<file path="src/rtl/blink_sequencer.sv">
// blink_sequencer: commandable LED blink pattern generator with valid/ready command intake
module blink_sequencer #(
    parameter int CountWidth  = 32,
    parameter int RepeatWidth = 8
) (
    input  logic                   clk_i,
    input  logic                   rst_ni,
    input  logic                   cmd_valid_i,
    output logic                   cmd_ready_o,
    input  logic [CountWidth-1:0]  cmd_on_i,
    input  logic [CountWidth-1:0]  cmd_off_i,
    input  logic [RepeatWidth-1:0] cmd_repeat_i,
    input  logic                   abort_i,
    output logic                   led_o,
    output logic                   busy_o,
    output logic                   done_o,
    output logic [RepeatWidth-1:0] blink_count_o
);
    typedef enum logic [1:0] {IDLE, ON, OFF} state_t;
    state_t                 state;
    logic [CountWidth-1:0]  timer;
    logic [CountWidth-1:0]  on_q;
    logic [CountWidth-1:0]  off_q;
    logic [RepeatWidth-1:0] rep_q;
    logic [RepeatWidth-1:0] count_nxt;
    assign count_nxt   = blink_count_o + 1'b1;
    assign busy_o      = state != IDLE;
    assign cmd_ready_o = state == IDLE;
    always_ff @(posedge clk_i or negedge rst_ni) begin
        if (!rst_ni) begin
            state         <= IDLE;
            timer         <= '0;
            on_q          <= '0;
            off_q         <= '0;
            rep_q         <= '0;
            led_o         <= 1'b0;
            done_o        <= 1'b0;
            blink_count_o <= '0;
        end else begin
            done_o <= 1'b0;
            case (state)
                IDLE: if (cmd_valid_i) begin
                    on_q          <= cmd_on_i;
                    off_q         <= cmd_off_i;
                    rep_q         <= cmd_repeat_i;
                    blink_count_o <= '0;
                    if (cmd_repeat_i == '0 || cmd_on_i == '0) begin
                        done_o <= 1'b1;
                    end else begin
                        state <= ON;
                        led_o <= 1'b1;
                        timer <= cmd_on_i - 1'b1;
                    end
                end
                ON: if (abort_i) begin
                    state <= IDLE;
                    led_o <= 1'b0;
                end else if (timer != '0) begin
                    timer <= timer - 1'b1;
                end else begin
                    blink_count_o <= count_nxt;
                    if (off_q != '0) begin
                        state <= OFF;
                        led_o <= 1'b0;
                        timer <= off_q - 1'b1;
                    end else if (count_nxt == rep_q) begin
                        state  <= IDLE;
                        led_o  <= 1'b0;
                        done_o <= 1'b1;
                    end else begin
                        timer <= on_q - 1'b1;
                    end
                end
                OFF: if (abort_i) begin
                    state <= IDLE;
                end else if (timer != '0) begin
                    timer <= timer - 1'b1;
                end else if (blink_count_o == rep_q) begin
                    state  <= IDLE;
                    done_o <= 1'b1;
                end else begin
                    state <= ON;
                    led_o <= 1'b1;
                    timer <= on_q - 1'b1;
                end
                default: state <= IDLE;
            endcase
        end
    end
endmodule
</file>
<file path="config.mk">
export PLATFORM = sky130hd
export DESIGN_NAME = blink_sequencer
export DESIGN_NICKNAME = d
export VERILOG_FILES = /design/src/rtl/blink_sequencer.sv
export SDC_FILE = /design/constraint.sdc
export NUM_CORES = 1
export LEC_CHECK = 0
export CAP_MARGIN = 40
export CELL_PAD_IN_SITES_DETAIL_PLACEMENT = 0
export CELL_PAD_IN_SITES_GLOBAL_PLACEMENT = 2
export CORE_AREA = 2 2 149 166
export CTS_CLUSTER_SIZE = 24
export DETAILED_ROUTE_END_ITERATION = 6
export DIE_AREA = 0 0 151 168
export GPL_TIMING_DRIVEN = 0
export PLACE_DENSITY_LB_ADDON = 0.08
export SYNTH_ARGS = -nofsm -noshare
export SYNTH_HDL_FRONTEND = slang
export SYNTH_SLANG_ARGS = --single-unit
</file>
<file path="constraint.sdc">
create_clock -name clk_i -period 3.64 [get_ports clk_i]
set_clock_uncertainty 0.05 [all_clocks]
set_input_delay 0.728 -clock clk_i [delete_from_list [all_inputs] [get_ports clk_i]]
set_output_delay 0.728 -clock clk_i [all_outputs]
set_load 0.02 [all_outputs]
</file>
Yosys cells after proc, flatten, opt, wreduce, memory -nomap -nowiden
Cells that the tools add are included.
{"block": "op_classes", "n_reduce_logical": 14, "add_sub_neg": 5, "mux": 44, "eq_ne": 16}
{"op": "$mux W32", "count": 9}
{"op": "$sub A32 B1 Y32 const B", "count": 4}
{"op": "$pmux W32 S3", "count": 1}
{"op": "$reduce_bool A32 Y1", "count": 2}
{"op": "$logic_not A32 Y1", "count": 1}
{"op": "$mux W8", "count": 3}
{"op": "$mux W1", "count": 19}
{"op": "$eq A8 B8 Y1", "count": 2}
{"op": "$mux W2", "count": 8}
{"op": "$pmux W8 S2", "count": 1}
{"op": "$ne A2 B2 Y1 const B", "count": 7}
{"op": "$ne A3 B3 Y1 const B", "count": 3}
{"op": "$add A8 B1 Y8 const B", "count": 1}
{"op": "$logic_not A8 Y1", "count": 1}
{"op": "$ne A4 B4 Y1 const B", "count": 2}
{"op": "$reduce_and A8 Y1", "count": 1}
{"op": "$reduce_and A7 Y1", "count": 1}
{"op": "$pmux W1 S3", "count": 2}
{"op": "$pmux W2 S3", "count": 1}
{"op": "$reduce_and A5 Y1", "count": 1}
{"op": "$reduce_and A4 Y1", "count": 1}
{"op": "$reduce_bool A2 Y1", "count": 2}
{"op": "$reduce_bool A3 Y1", "count": 1}
{"op": "$eq A2 B1 Y1 const B", "count": 1}
{"op": "other kinds (4)", "count": 4}
{"block": "word_totals", "out_inout_bits": 12, "wordCells": 87, "regBits": 116}

Logic depth before layout (Yosys ltp)
Gate-level depths: netlist of run 1.
{"block": "depth", "depth_word": 7, "mapped_depth": 12, "depth_no_buf": 9}

Worst setup path before layout of run 1
Ideal clock, no wire load.
{"block": "synth_path", "kind": "input port to flip-flop", "from": "input cmd_on_i[0]", "to": "register timer[11]", "arrival_time_ns": 3.093, "setup_ns": 0.125, "slack_ns": 0.372, "stages": 11, "path_cell_list": "inv_1 > ha_1 > or4b_1 > nor4_4 > a41oi_1 > a21oi_1 > a211o_1 > buf_2 > nor2_4 > buf_6 > mux2_4"}
{"block": "synth_via", "elab_chain_cells": 4}
{"element": "from (decl)", "line_no": "10", "rtl": "input logic [CountWidth-1:0] cmd_on_i,"}
{"element": "$sub A32 B1 Y32 / $logic_not A32 Y1 (equally long branches)", "line_no": "52, 47"}
{"element": "$mux W32 / $logic_or A1 B1 Y1 (equally long branches)", "line_no": "47", "rtl": "if (cmd_repeat_i == '0 || cmd_on_i == '0) begin"}
{"element": "$mux W32 / $ne A2 B2 Y1 (equally long branches)"}
{"element": "$pmux W32 S3 / $reduce_and A7 Y1 (equally long branches)"}
{"element": "to (signal assigned)", "line_no": "52", "rtl": "timer <= cmd_on_i - 1'b1;"}
{"element": "to (signal assigned)", "line_no": "59", "rtl": "timer <= timer - 1'b1;"}
{"element": "to (signal assigned)", "line_no": "65", "rtl": "timer <= off_q - 1'b1;"}
{"element": "to (decl)", "line_no": "21", "rtl": "logic [CountWidth-1:0] timer;"}
Parallel ways exist; a longest one is shown, timed or not. The select of a mux whose other input is x is not followed.
A chain may end at the register's enable or synchronous reset.

Worst setup path in the final report of run 1
{"block": "layout_path", "from": "input cmd_on_i[0]", "to": "register timer[24]"}
The elaborated chain is that of the path after synthesis.

==> results.md, run 1 <==
- The flow ran to the end, and the final reports show no timing, DRC or antenna violations.
- The starting utilization of the core area is 0.351.
- The number of endpoints with negative hold slack in the final report is 0.
- The clock drives 116 sinks.
- The post-route minimum period is 3.51 ns.
- In this run the power density over the cells is 899 nW/µm².
- The floorplan step defined a die boundary enclosing 25400 µm².
- For this run, the share of the core covered by cells in the final layout is 0.439.
- Before CTS, the worst setup slack after placement is -1.13 ns.
- By area the synthesized netlist is led by sky130_fd_sc_hd__dfrtp_1, sky130_fd_sc_hd__mux2_2, sky130_fd_sc_hd__xnor2_1, sky130_fd_sc_hd__xor2_1, sky130_fd_sc_hd__nor2_1.
- The post-synthesis cell type count is 79.
- The arrival time reported for the critical path endpoint is 3.81 ns.
- The data required time at the worst endpoint is 3.94 ns.
- The gate count of the mapped netlist is 910.
- From synthesis to final layout, the design area changed by 25.1%.
- The mean instance size in the synthesized netlist is 9.21 µm².
- The number of placement rows is 60.
- When the netlist entered floorplanning its net count stood at 996.
- The initial antenna violation count is 0.
- Static timing analysis puts the maximum clock frequency at 285 MHz.
- The first-pass detailed-route iteration total is 5.
- The number of hold-repair buffers added at the cts stage is 0.
- Routability-driven placement finished with a final weighted congestion of 0.884.
- The cell sitting at the root of the clock tree is a sky130_fd_sc_hd__clkbuf_16.
- The clock latency reported for the late side of the worst-skew pair is 0.44 ns.
- After routing the design area is between 10000 and 15000 µm².
- The post-detailed-route via-to-cell ratio is 5.87.
- Ranked by instance count, the synthesized netlist is headed by sky130_fd_sc_hd__dfrtp_1, sky130_fd_sc_hd__mux2_2, sky130_fd_sc_hd__nor2_1.
- The cell accounting for the most synthesized area is sky130_fd_sc_hd__dfrtp_1.
- The design draws 0.00943 W.
- The number of vias after detailed routing is 7935.
- The final number of max-transition violations is 0.
- The most frequent cell after synthesis is sky130_fd_sc_hd__dfrtp_1.
- The most used flip-flop cell after synthesis is sky130_fd_sc_hd__dfrtp_1.
- The worst setup path is launched from an input port.
- The pin count of the biggest net entering global routing is 75.
- TritonCTS built the clock tree.
- The worst hold-check path type is input port to async pin.
- The first global-routing pass estimated 48800 µm of wire.
- For this run, the register share of the synthesized area comes to 0.346.
- For this run, the total global-route usage over all layers was measured as 0.261.
- Once placement finished, the instance area stood at between 9000 and 10000 µm².
- The number of fill cells in the layout is 2452.
- The worst setup path is of the input port to flop kind.
- The total overflow left after global routing is 0.
- Along the worst path, the maximum fanout reaches 6.
- Headroom to the max-slew limit came out at 0.471.
- In the final design database the tool counted 1115 nets.
- The core region is 23900 µm².
- The post-detailed-route count of antenna-violating nets is 0.
- The clock input transition at the sequential cells of the worst setup and hold paths is 0.07 ns.
- The HPWL after detailed placement is 24500 µm.
- Dividing the detail-routed wire length by the instance count gives 23.7 µm.
- The repair_antennas step left the layout with diodes totalling 0.
- The number of design-rule violations left by the first detailed-router iteration is 587.
- In the routed design, unresolved DRC markers number 0.
- The overall die width is roughly 150 µm.
- The worst setup path is captured at a flop.
- The area of the mapped netlist is 8380 µm².
- Max-cap violations in this run came to 0.
- Of the cells placed in the final design, the portion with a size suffix greater than 1 is 0.155.
- The die height is 168 µm.
- In this run, synthesis produced a sequential element count of 116.
- The number of top-level pins is slightly below 90.
- The largest buffer count on any clock path is 2.
- The final setup violation count is 0.
- The final clock period utilization by the worst path is 0.964.
- The actual transition at the worst max-transition pin is 0.793 ns.
- The final critical-path setup slack is 0.131 ns.
- The number of warnings reported in the yosys synthesis log is 0.
- The area share of the largest cell type after synthesis is 0.346.
- The fraction of registers with async set or reset after synthesis is 1.00.
- The number of CTS-inserted buffers is 17.
- The via count of the first global-routing pass is 7811.
- The H-tree depth is 4.
- The analysis attributes to cell leakage a power of 3.81 nW.
- The worst vdd rail ir drop is 0.361 mV.
- The number of flops mapped to enable cells by yosys is 0.
- The count of buffers added on input and output ports is 87.
- The final layout contains routed wiring with a total length of 32100 µm.
[where the power goes]
| group | switching (W) | total [W] | internal, W |
|---|---|---|---|
| logic | 0.00286 | 0.00496 | 0.00210 |
| clock network | 0.000742 | 0.00171 | 0.000970 |
| registers | 0.000828 | 0.00276 | 0.00193 |
[metrics by stage]
stage / cells / hold WS [ns] / TNS [ns]
floorplan: 910 / 0.382 / 0
global placement: 1307 / 0.438 / -417.26
detailed placement: 1314 / 0.446 / -33.21
CTS: 1351 / 0.167 / 0
global route: 1352 / 0.182 / -0.00442
finish: 1352 / 0.152 / 0
[flip-flops by register name (all words and copies together), names as in the netlist]
register,count
off_q,32
on_q,32
timer,32
blink_count_o,8
rep_q,8
state,2
done_o,1
led_o,1
[what timing repair did]
item	CTS	global route
setup endpoints to repair	35	31
pin swaps	3	2
gates resized for setup	8	15
setup buffers	5	1
hold endpoints to repair	0	0
[layout make-up]
class	instances	area [µm²]	area share
Inverter	19	71.3	0.00680
Buffer	54	231	0.0221
Tap cell	310	388	0.0370
Sequential cell	116	2900	0.277
Clock buffer	17	425	0.0406
Multi-Input combinational cell	721	5310	0.506
Timing Repair Buffer	100	1000	0.0955
Clock inverter	15	160	0.0153
[worst paths after layout]
check	startpoint	endpoint	slack [ns]	depth (start not counted)
max in group asynchronous	rst_ni	timer[30]	2.60	2
worst max register to register	off_q[21]	timer[5]	0.16	8
worst min register to register	timer[23]	timer[23]	0.47	2
worst max-delay path	cmd_on_i[0]	timer[24]	0.13	12
min in group clk_i	timer[23]	timer[23]	0.47	2
worst min-delay path	rst_ni	blink_count_o[6]	0.15	1
[layer usage]
metal  wire length [µm]  global-route usage
met4                877              0.0772
met3               1710              0.0396
met1              14000               0.355
met2              15400               0.427
met5                  0                   0
[layout by cell type, fill, tap and decap left out, drive strengths merged, types with 5 or more instances in the layout]
cell / Yosys / routed
a22o: 7 / 7
a31oi: 10 / 10
dfrtp: 116 / 116
xnor2: 57 / 57
mux2i: 6 / 6
or3: 17 / 17
or4: 28 / 28
nor3b: 5 / 5
o22ai: 12 / 12
clkdlybuf4s50: 0 / 86
a41oi: 6 / 6
nor2: 66 / 66
a22oi: 6 / 6
clkbuf: 43 / 61
o211ai: 8 / 8
o21ai: 46 / 46
nor3: 48 / 48
a21o: 6 / 6
nand3: 24 / 24
nand4: 17 / 17
nand2b: 6 / 6
buf: 11 / 22
nor4: 34 / 34
ha: 10 / 10
mux2: 80 / 80
or2: 5 / 5
nor2b: 6 / 6
o221ai: 7 / 7
o31ai: 10 / 10
nand4b: 6 / 6
inv: 19 / 28
nand2: 43 / 43
a211oi: 6 / 6
xor2: 44 / 44
a21oi: 35 / 35
[cell families (layout without fill, tap and decap cells)]
| group | Yosys count | count (layout) | synth area share |
|---|---|---|---|
| AND/OR/NAND/NOR | 322 | 322 | 0.214 |
| AO/OA/AOI/OAI | 202 | 202 | 0.167 |
| flip-flops | 116 | 116 | 0.346 |
| XOR/XNOR | 101 | 101 | 0.106 |
| multiplexers | 86 | 86 | 0.117 |
| buffers and inverters | 73 | 205 | 0.0349 |
| adder cells (fa/ha/maj) | 10 | 10 | 0.0149 |
[critical path, stage by stage]
cell	delay, ns
sky130_fd_sc_hd__clkdlybuf4s50_1	0.47
sky130_fd_sc_hd__inv_1	0.10
sky130_fd_sc_hd__ha_2	0.21
sky130_fd_sc_hd__or4b_4	0.53
sky130_fd_sc_hd__nor4_4	0.26
sky130_fd_sc_hd__buf_4	0.19
sky130_fd_sc_hd__buf_4	0.18
sky130_fd_sc_hd__nand2_1	0.11
sky130_fd_sc_hd__or4_4	0.46
sky130_fd_sc_hd__xnor2_2	0.30
sky130_fd_sc_hd__a32oi_1	0.09
sky130_fd_sc_hd__o21ai_1	0.16
Note: power is estimated with default switching activity, not from simulation.
==> run 2, diff against run 1 <==
==> constraint.sdc (replaced) <==
create_clock -name clk_i -period 3.64 [get_ports clk_i]
set_clock_uncertainty 0.05 [all_clocks]
set_input_delay 0.364 -clock clk_i [delete_from_list [all_inputs] [get_ports clk_i]]
set_output_delay 0.364 -clock clk_i [all_outputs]
set_load 0.02 [all_outputs]
==> run 2 against run 1 <==
Against the previous run: clock-buffer cell count unchanged; highest routed layer unchanged; combinational power down 0.8%; maximum frequency up 1.2%; critical endpoint is now timer[8]; largest power group unchanged; via count down 0.73%; clock power about the same; first-iteration DRC count up 9.5%; core utilization down 0.31 points; global-route usage about the same; sequential power about the same; flip-flop and latch count unchanged; non-clock buffer count down 2.
==> results.md, run 2 (synthesis gave the netlist of run 1 again) <==
- The total placed instance area is 9730 µm².
- The run finished with clean final reports.
- Once detail routing completed, the nets flagged for antenna violations numbered 0.
- The overall die width is between 150 and 200 µm.
- The post-route non-filler standard cell count is 1350.
- The clock tree root driver cell is sky130_fd_sc_hd__clkbuf_16.
- In the layout the commonest cells are sky130_fd_sc_hd__dfrtp_1, sky130_fd_sc_hd__clkdlybuf4s50_1, sky130_fd_sc_hd__mux2_2.
- The CTS tree is yes.
- STA classifies the critical path endpoint as a flop.
- The number of top-level pins is 88.
- The initial antenna violation count is 0.
- The maximum fanout along the worst path is 10.
- Detailed placement ended at an HPWL of 24500 µm.
- The final number of max-transition violations is 0.
- In the finished design, the share of the clock period the worst path needs comes to 0.953.
- For this run, the top clock speed supported by timing is 288 MHz.
- The fraction of final layout cells sized beyond drive strength 1 is 0.145.
- The final setup violation count is 0.
- For this run, design rule violations remaining after detail routing come to 0.
- The number of clock sinks is 116.
- The growth of design area from synthesis to finish is 24.2%.
- The number of endpoints with negative hold slack in the final report is 0.
- The count of input and output buffers is 87.
- The die area is 25400 µm².
- The mean routed wirelength per cell is 23.7 µm.
- The first-pass detailed-route iteration total is 5.
- In this run the tightest slew margin relative to its limit is 0.470.
- The H-tree generated during clock tree synthesis spans 4 levels.
- For this block, the via count after detailed routing is 7877.
- After filler insertion, the fill cell instance count of the layout stands at 2458.
- The area of the multi-input gates is about 5300 µm².
- The pin count of the biggest net entering global routing is 75.
- The post-route minimum period is roughly 3.5 ns.
- Across the run, the number of max-cap violations was 0.
- After global routing the overflow that remains totals 0.
- The number of clock buffers added by TritonCTS is 17.
- The worst hold path belongs to the class input port to async pin.
- The final net count is 1113.
- Hold is met by 0.348 ns.
- After floorplanning, the core was divided into 60 placement rows.
- The number of diodes added for antenna fixing is 0.
- The floorplan step set the die height to approximately 170 µm.
- In the routed layout, each cell is associated on average with a via count of 5.83.
- The later pin in the worst-skew pair is clocked with a latency of 0.45 ns.
- The start-to-end type of the worst setup path is flop to flop.
- The weighted congestion at the end of routability-driven global placement is 0.884.
- In this run, placement finished with an instance count of 1314.
- The core region area is 23900 µm².
- The initial utilization of the core area, before any placement, comes to 0.351.
- The design draws 0.00940 W.
- Across every metal layer, demand over resource in global routing totals 0.260.
- Setup repair after global routing left no endpoint under its margin.
- The final wirelength is between 30000 and 40000 µm.
- For this run, the share of the core covered by cells in the final layout is 0.436.
- The data required time at the worst endpoint is 3.91 ns.
- The largest registers in the layout are off_q x32, on_q x32, timer x32.
- The clock input transition at the sequential cells of the worst setup and hold paths is 0.07 ns.
- IR analysis of the VDD net gives a maximum drop of 0.368 mV.
- The final design instance area without fill is 10400 µm².
- The kind of launch point of the worst setup path is a flop.
- The largest buffer count on any clock path is 2.
- The number of design-rule violations left by the first detailed-router iteration is 643.
- The library cell used most frequently in the layout, excluding fill and tap cells, is sky130_fd_sc_hd__dfrtp_1.
- STA puts the critical path data arrival time at about 3.7 ns.
- The first global-routing pass estimated 48700 µm of wire.
- The leakage power total is 3.78 nW.
- The sequential cell area is 2900 µm².
- Power spread over the standard cell area amounts to ~900 nW/µm².
- The actual transition at the worst max-transition pin is 0.792 ns.
- The via count of the first global-routing pass is 7804.
## run 2: critical path, cell delays in order (launching register included)
cell                       delay, ns
sky130_fd_sc_hd__dfrtp_1        0.45
sky130_fd_sc_hd__inv_1          0.07
sky130_fd_sc_hd__ha_1           0.25
sky130_fd_sc_hd__nor3b_1        0.16
sky130_fd_sc_hd__and4_1         0.24
sky130_fd_sc_hd__a41oi_1        0.54
sky130_fd_sc_hd__buf_4          0.25
sky130_fd_sc_hd__clkbuf_1       0.55
sky130_fd_sc_hd__o22ai_1        0.18
sky130_fd_sc_hd__a22oi_1        0.19
sky130_fd_sc_hd__a21oi_1        0.11
sky130_fd_sc_hd__mux2_4         0.29
## run 2: per-stage QoR
step | setup WS, ns | TNS, ns
after CTS | 0.000767 | 0
after global placement | -2.94 | -362.28
after detailed placement | -0.763 | -20.47
after global routing | 0.0144 | 0
after floorplan | 0.708 | 0
final | 0.172 | 0
## run 2: repair_timing
item                                    4_1_cts  5_1_grt
buffers inserted                              3        0
endpoints found under the setup margin       28       29
hold buffers                                  1        0
pin swaps                                     2        0
resized for setup                             3        8
hold endpoints to repair                     42        0
## run 2: final cells by class
class                           instances  area share
Sequential cell                       116       0.279
Buffer                                 54      0.0215
Tap cell                              310      0.0372
Multi-Input combinational cell        721       0.504
Timing Repair Buffer                   98      0.0950
Inverter                               19     0.00685
Clock buffer                           17      0.0408
Clock inverter                         15      0.0154
## run 2: path summary, 6_finish.rpt
path / from / to / slack (ns) / depth (start not counted)
min reg2reg: timer[23] / timer[23] / 0.47 / 2
min: rst_ni / blink_count_o[6] / 0.35 / 2
max: off_q[0] / timer[8] / 0.17 / 11
max reg2reg: off_q[0] / timer[8] / 0.17 / 11
max in group asynchronous: rst_ni / timer[7] / 2.40 / 3
min in group clk_i: timer[23] / timer[23] / 0.47 / 2
## run 2: where the power goes
| part | total [W] | switching, W | internal, W |
|---|---|---|---|
| logic | 0.00492 | 0.00284 | 0.00208 |
| clock network | 0.00172 | 0.000751 | 0.000969 |
| registers | 0.00276 | 0.000823 | 0.00193 |
## run 2: metal layers
layer / share of wire / track usage / vias to the layer above
li1: - / - / 3697
met1: 0.45 / 0.354 / 3897
met2: 0.48 / 0.427 / 241
met3: 0.045 / 0.0396 / 42
met4: 0.027 / 0.0772 / 0
met5: 0 / 0 / -
